`src/rtl/reglk_pkg.sv`:
```
// Shared types and the lock-word update rule for the reglk_bank lock-bit array.
package reglk_pkg;

  typedef enum logic [1:0] {
    BOOT        = 2'd0,
    SECURE      = 2'd1,
    UNLOCK_WAIT = 2'd2,
    DEBUG       = 2'd3
  } reglk_state_e;

  localparam int unsigned VIOL_CNT_W  = 8;
  // Widest lock word the update function handles; words are zero-extended into it.
  localparam int unsigned REGLK_MAX_W = 64;

  // New value of one lock word after an accepted write in the given state.
  function automatic logic [REGLK_MAX_W-1:0] apply(
    input logic [REGLK_MAX_W-1:0] word,
    input logic [REGLK_MAX_W-1:0] data,
    input logic [REGLK_MAX_W-1:0] mask,
    input reglk_state_e           state
  );
    logic [REGLK_MAX_W-1:0] res;
    case (state)
      BOOT, DEBUG: res = (word & ~mask) | (data & mask);
      SECURE:      res = word | (data & mask);
      default:     res = word;
    endcase
    return res;
  endfunction

endpackage

```
`src/rtl/reglk_unlock_qual.sv`:
```
// Qualifies a JTAG unlock request: it must stay high for UNLOCK_HOLD
// consecutive cycles (counting the SECURE cycle that started the wait).
module reglk_unlock_qual #(
  parameter int unsigned UNLOCK_HOLD = 16
) (
  input  logic clk_i,
  input  logic rst_i,
  input  logic start_i,
  input  logic wait_i,
  input  logic jtag_unlock_i,
  output logic unlock_ok_o,
  output logic unlock_abort_o
);

  localparam int unsigned CW = $clog2(UNLOCK_HOLD + 1);

  logic [CW-1:0] r_cnt;

  // The edge that would bring the count to UNLOCK_HOLD is the qualifying edge.
  assign unlock_ok_o    = wait_i && jtag_unlock_i && (r_cnt >= CW'(UNLOCK_HOLD - 1));
  assign unlock_abort_o = wait_i && !jtag_unlock_i;

  // Hold counter: seeded to 1 on entry, advances while the request stays high.
  always_ff @(posedge clk_i) begin
    if (rst_i) begin
      r_cnt <= '0;
    end else if (start_i && jtag_unlock_i) begin
      r_cnt <= CW'(1);
    end else if (wait_i && jtag_unlock_i && !unlock_ok_o) begin
      r_cnt <= r_cnt + 1'b1;
    end else begin
      r_cnt <= '0;
    end
  end

endmodule

```
`src/rtl/reglk_bank.sv`:
```
// Bank of NUM_REGS sticky lock words gating peripheral register writes.
// Optional macro REGLK_VIOL_CNT_EN: when defined, viol_cnt_o counts security
// violations (saturating); otherwise viol_cnt_o is tied to zero.
// WIDTH must not exceed reglk_pkg::REGLK_MAX_W.
module reglk_bank
  import reglk_pkg::*;
#(
  parameter int unsigned       NUM_REGS    = 6,
  parameter int unsigned       WIDTH       = 32,
  parameter int unsigned       UNLOCK_HOLD = 16,
  parameter logic [WIDTH-1:0]  RESET_VAL   = '1,
  parameter int unsigned       AW          = (NUM_REGS > 1) ? $clog2(NUM_REGS) : 1
) (
  input  logic                      clk_i,
  input  logic                      rst_i,
  input  logic                      boot_done_i,
  input  logic                      jtag_unlock_i,
  input  logic                      rst_lk_i,
  input  logic                      wr_valid_i,
  output logic                      wr_ready_o,
  input  logic [AW-1:0]             wr_addr_i,
  input  logic [WIDTH-1:0]          wr_data_i,
  input  logic [WIDTH-1:0]          wr_mask_i,
  output logic                      wr_err_o,
  output logic [NUM_REGS*WIDTH-1:0] reglk_o,
  output logic [1:0]                state_o,
  output logic                      alert_o,
  output logic [VIOL_CNT_W-1:0]     viol_cnt_o
);

  reglk_state_e                   r_state;
  reglk_state_e                   w_state_nxt;
  logic [NUM_REGS-1:0][WIDTH-1:0] r_words;
  logic                           r_wr_err;
  logic                           r_alert;
  logic                           r_rst_lk_q;

  logic             w_acc;
  logic             w_addr_ok;
  logic             w_wr_en;
  logic             w_clr_att;
  logic             w_rst_lk_rise;
  logic             w_viol;
  logic             w_unlock_ok;
  logic             w_unlock_abort;
  logic [WIDTH-1:0] w_cur_word;
  logic [WIDTH-1:0] w_new_word;

  reglk_unlock_qual #(
    .UNLOCK_HOLD(UNLOCK_HOLD)
  ) u_unlock_qual (
    .clk_i          (clk_i),
    .rst_i          (rst_i),
    .start_i        (r_state == SECURE),
    .wait_i         (r_state == UNLOCK_WAIT),
    .jtag_unlock_i  (jtag_unlock_i),
    .unlock_ok_o    (w_unlock_ok),
    .unlock_abort_o (w_unlock_abort)
  );

  assign wr_ready_o    = (r_state != UNLOCK_WAIT);
  assign w_acc         = wr_valid_i && wr_ready_o;
  assign w_addr_ok     = 32'(wr_addr_i) < NUM_REGS;
  assign w_wr_en       = w_acc && w_addr_ok;
  assign w_new_word    = WIDTH'(apply(REGLK_MAX_W'(w_cur_word), REGLK_MAX_W'(wr_data_i),
                                      REGLK_MAX_W'(wr_mask_i), r_state));
  assign w_clr_att     = w_wr_en && (r_state == SECURE) &&
                         (|(wr_mask_i & ~wr_data_i & w_cur_word));
  assign w_rst_lk_rise = rst_lk_i && !r_rst_lk_q;
  assign w_viol        = (r_state == SECURE) &&
                         (w_clr_att || (w_acc && !w_addr_ok) || w_rst_lk_rise);

  assign reglk_o  = r_words;
  assign state_o  = r_state;
  assign wr_err_o = r_wr_err;
  assign alert_o  = r_alert;

  // Read the addressed word (zero when the address is out of range).
  always_comb begin
    w_cur_word = '0;
    for (int unsigned j = 0; j < NUM_REGS; j++) begin
      if (wr_addr_i == AW'(j)) w_cur_word = r_words[j];
    end
  end

  // State register.
  always_ff @(posedge clk_i) begin
    if (rst_i) r_state <= BOOT;
    else       r_state <= w_state_nxt;
  end

  // Next-state logic; boot_done wins over a concurrent unlock request in BOOT.
  always_comb begin
    w_state_nxt = r_state;
    case (r_state)
      BOOT:        if (boot_done_i) w_state_nxt = SECURE;
      SECURE:      if (jtag_unlock_i) w_state_nxt = UNLOCK_WAIT;
      UNLOCK_WAIT: begin
        if (w_unlock_abort)   w_state_nxt = SECURE;
        else if (w_unlock_ok) w_state_nxt = DEBUG;
      end
      DEBUG:       if (!jtag_unlock_i) w_state_nxt = SECURE;
      default:     w_state_nxt = BOOT;
    endcase
  end

  // Lock words: the write lands first, later bulk reload/clear assignments override it.
  always_ff @(posedge clk_i) begin
    if (rst_i) begin
      r_words <= {NUM_REGS{RESET_VAL}};
    end else begin
      for (int unsigned j = 0; j < NUM_REGS; j++) begin
        if (w_wr_en && (wr_addr_i == AW'(j))) r_words[j] <= w_new_word;
      end
      if ((r_state == BOOT) && rst_lk_i)              r_words <= {NUM_REGS{RESET_VAL}};
      if ((r_state == UNLOCK_WAIT) && w_unlock_ok)    r_words <= '0;
      if ((r_state == DEBUG) && rst_lk_i)             r_words <= '0;
      if ((r_state == DEBUG) && !jtag_unlock_i)       r_words <= {NUM_REGS{RESET_VAL}};
    end
  end

  // Registered error/alert pulses and rst_lk edge tracking.
  always_ff @(posedge clk_i) begin
    if (rst_i) begin
      r_wr_err   <= 1'b0;
      r_alert    <= 1'b0;
      r_rst_lk_q <= 1'b0;
    end else begin
      r_wr_err   <= (w_acc && !w_addr_ok) || w_clr_att;
      r_alert    <= w_viol;
      r_rst_lk_q <= rst_lk_i;
    end
  end

`ifdef REGLK_VIOL_CNT_EN
  logic [VIOL_CNT_W-1:0] r_viol_cnt;

  // Saturating violation counter, cleared only by global reset.
  always_ff @(posedge clk_i) begin
    if (rst_i) begin
      r_viol_cnt <= '0;
    end else if (w_viol && (r_viol_cnt != '1)) begin
      r_viol_cnt <= r_viol_cnt + 1'b1;
    end
  end

  assign viol_cnt_o = r_viol_cnt;
`else
  assign viol_cnt_o = '0;
`endif

endmodule
```
`config.mk`:
```
export PLATFORM = sky130hd
export DESIGN_NAME = reglk_bank
export DESIGN_NICKNAME = d
export VERILOG_FILES = /design/src/rtl/reglk_pkg.sv /design/src/rtl/reglk_unlock_qual.sv /design/src/rtl/reglk_bank.sv
export SDC_FILE = /design/constraint.sdc
export NUM_CORES = 1
export LEC_CHECK = 0
export ABC_CLOCK_PERIOD_IN_PS = 5500
export BUFFER_PORTS_ARGS = -buffer_cell sky130_fd_sc_hd__buf_4
export CORE_MARGIN = 8
export CORE_UTILIZATION = 41
export DETAILED_ROUTE_END_ITERATION = 10
export PLACE_DENSITY_LB_ADDON = 0.15
export SYNTH_ARGS = -nofsm -noshare
export SYNTH_HDL_FRONTEND = slang
export SYNTH_SLANG_ARGS = --single-unit
```
`constraint.sdc`:
```
create_clock -name clk_i -period 5.5 [get_ports clk_i]
set_clock_uncertainty 0.2 [all_clocks]
set_input_delay 0.275 -clock clk_i [delete_from_list [all_inputs] [get_ports clk_i]]
set_output_delay 0.275 -clock clk_i [all_outputs]
set_load 0.005 [all_outputs]
```
==> key figures <==
Status
  – Outcome: completed

Setup path
  – CP max stage cell: a31oi_4
  – Critical Path AT: 4040 ps
  – Crit path largest cell delay: 660 ps
  – WS Path Type: flip-flop to flip-flop
  – Crit end category: flip-flop
  – Crit Path Max Fanout: 44
  – Crit-path cells: ha_1, and3_1, ha_1, nor2_1, nand2_1, a32oi_2, buf_4, nand2_1, a31oi_4, buf_4, o211ai_1
  – Setup crit start kind: flip-flop
  – Worst endpoint required time: between 5000 and 6000 ps

Timing
  – Relative slew slack: 20.7%
  – Slew @ Worst Pin: 1180 ps
  – Setup TNS: 0 ps
  – Unrepaired setup endpoints after global routing: no
  – Slew Viols, Final: 0
  – Final Cycle Share: slightly above 70%
  – Final hold violations: 0
  – Setup ws final: about 1600 ps
  – Setup violators final: 0
  – Fin crit period: between 3000 and 4000 ps
  – Fmax: 0.255 GHz

Drt
  – DR WL/cell: approximately 23 um
  – Remaining antenna violation count: 0
  – Vias per Instance: ~5.8
  – Iteration-0 DRC Markers: 1070
  – DRT Pass-1 Iters: 5
  – DR vias: slightly below 10000
  – Drt drc: 0
  – Detailed Route WL: around 38 mm

Power and ir drop
  – Pleak: about 5.6 nW
  – Peak supply drop: between 0.15 and 0.2 mV
  – PD cells: 378 nW/um2
  – Power Total: about 4.8 mW

Synth
  – Async SR Flop Fraction: 0%
  – Mapped Cells: between 1000 and 1500
  – Synthesized flop and latch total: about 200
  – Post-Syn Area per Cell: 8.67 um2
  – Post-synth EDFFs: 0
  – Yosys warnings: 0
  – Register area share after synthesis: a little over two fifths
  – Synth cell types: 55
  – Post-Syn Area: just under 10000 um2
  – Synth Flop Type: dfxtp_1

Cells and area
  – Commonest non-fill, non-tap cell in the layout: buf_4
  – Layout fillers: ~2200
  – Area of the multi-input gates: between 5000 and 6000 um2
  – Area grow syn2layout: 31.9%
  – Design area: about 13000 um2
  – Share of layout cells above drive strength 1: between 20% and 30%
  – Nets: roughly 1400
  – Commonest cells after routing, fill and taps aside: buf_4 (285), nand2_1 (236), dfxtp_1 (202)
  – Register area: 4040 um2
  – Antenna Cells: 0

Global routing
  – Largest net degree at the start of global routing: between 100 and 150
  – First-pass GRT wire length: between 50 and 60 mm
  – Number of antenna violations at the first check in global routing: 0
  – Congestion Overflow GR: 0
  – Total GRT Usage: between 20% and 30%
  – Vias in the first global route: about 9200

Clock network
  – Cts repair resizes: 0
  – Cts bufs inserted: 24
  – Htree depth: 1
  – Clock root cell: clkbuf_16
  – Worst-path clk slew: roughly 60 ps
  – Max clock buf depth: 3
  – Post-CTS Setup Bufs: 0
  – CTS tree: yes
  – CTS sink cnt: 202
  – Post-CTS Hold Fix Bufs: 4
  – Skew-Pair Late Insertion Delay: roughly 510 ps

Flow run
  – # Max-Cap Violations: 0

Floorplan
  – Die H: ~170 um
  – Row cnt: 56
  – I/O pin cnt: around 280
  – Die area: about 29000 um2
  – CORE AREA: 23300 um2
  – Initial Utilization: between 40% and 50%
  – Chip width: between 150 and 200 um

Placement
  – DP Area: approximately 12000 um2
  – Routability cong.: between 0.8 and 0.9
  – DP Wirelength: 26.5 mm
  – Post-Place Setup Slack: between 1500 and 2000 ps
  – Port buffer count: ~270

Min path
  – Min-delay worst type: input pin to flip-flop
## synthesized netlist by cell type (all sizes together), types with 22 or more instances
master / number / area share, %
dfxtp: 202 / 42
nand2: 236 / 9.2
nand2b: 22 / 1.4
clkbuf: 79 / 3.1
o211ai: 194 / 15
buf: 25 / 1.9
o21ai: 69 / 3.6
nor2: 25 / 0.97
a21oi: 38 / 2.1
inv: 22 / 0.86
mux2i: 50 / 5.2
mux2: 24 / 3.0
## worst max-delay path, delay by kind of cell, from the launching register on
kind / cells / cell delay (ps)
compound gates: 3 / 1000
simple gates: 4 / 810
buf+inv: 2 / 920
fa+ha+maj: 2 / 400
flops: 1 / 340
## kinds of logic after synthesis
family,synth area share [%]
multiplexers,9.09
flip-flops,42.0
other,0.0389
AND/OR/NAND/NOR,14.7
buffers and inverters,5.90
AO/OA/AOI/OAI,27.3
XOR/XNOR,0.0909
adder cells (fa/ha/maj),0.909
## metal layers
| metal | track usage (%) | routed length (um) |
|---|---|---|
| met5 | 0 | 0 |
| met4 | 8.16 | 1080 |
| met3 | 5.77 | 3300 |
| met2 | 41.1 | 17700 |
| met1 | 32.3 | 15700 |
## metrics by stage
stage | utilization (%) | hold WS [ps] | cells
6_report | 54.6 | 68.8 | 1669
5_1_grt | 54.6 | 145 | 1669
4_1_cts | 54.6 | 44.1 | 1669
3_5_place_dp | 51.0 | 277 | 1621
3_3_place_gp | 51.0 | 283 | 1621
2_1_floorplan | - | 144 | 1118
## path summary, 6_finish.rpt
check                    startpoint                      to  cells past startpoint  slack, ps
max reg2reg  u_unlock_qual.r_cnt[0]             reglk_o[40]                     11       1580
min                     boot_done_i              state_o[1]                      5         70
min reg2reg  u_unlock_qual.r_cnt[3]  u_unlock_qual.r_cnt[3]                      2        290
max          u_unlock_qual.r_cnt[0]             reglk_o[40]                     11       1580
## where the power goes
| part | internal (mW) | switching (mW) |
|---|---|---|
| clock network | 0.979 | 0.634 |
| registers | 1.68 | 0.202 |
| logic | 0.595 | 0.720 |
## flip-flops by register name (all words and copies together) (netlist names)
register / flops
alert_o: 1
reglk_o: 192
wr_err_o: 1
state_o: 2
r_rst_lk_q: 1
u_unlock_qual.r_cnt: 5
## layout make-up
class / count / share of cell area, %
Clock buffer: 34 / 5.51
Clock inverter: 10 / 0.837
Inverter: 22 / 0.650
Multi-Input combinational cell: 790 / 40.4
Sequential cell: 202 / 31.8
Tap cell: 319 / 3.14
Timing Repair Buffer: 292 / 17.6
No activity file was read; power rests on OpenSTA's default activity.
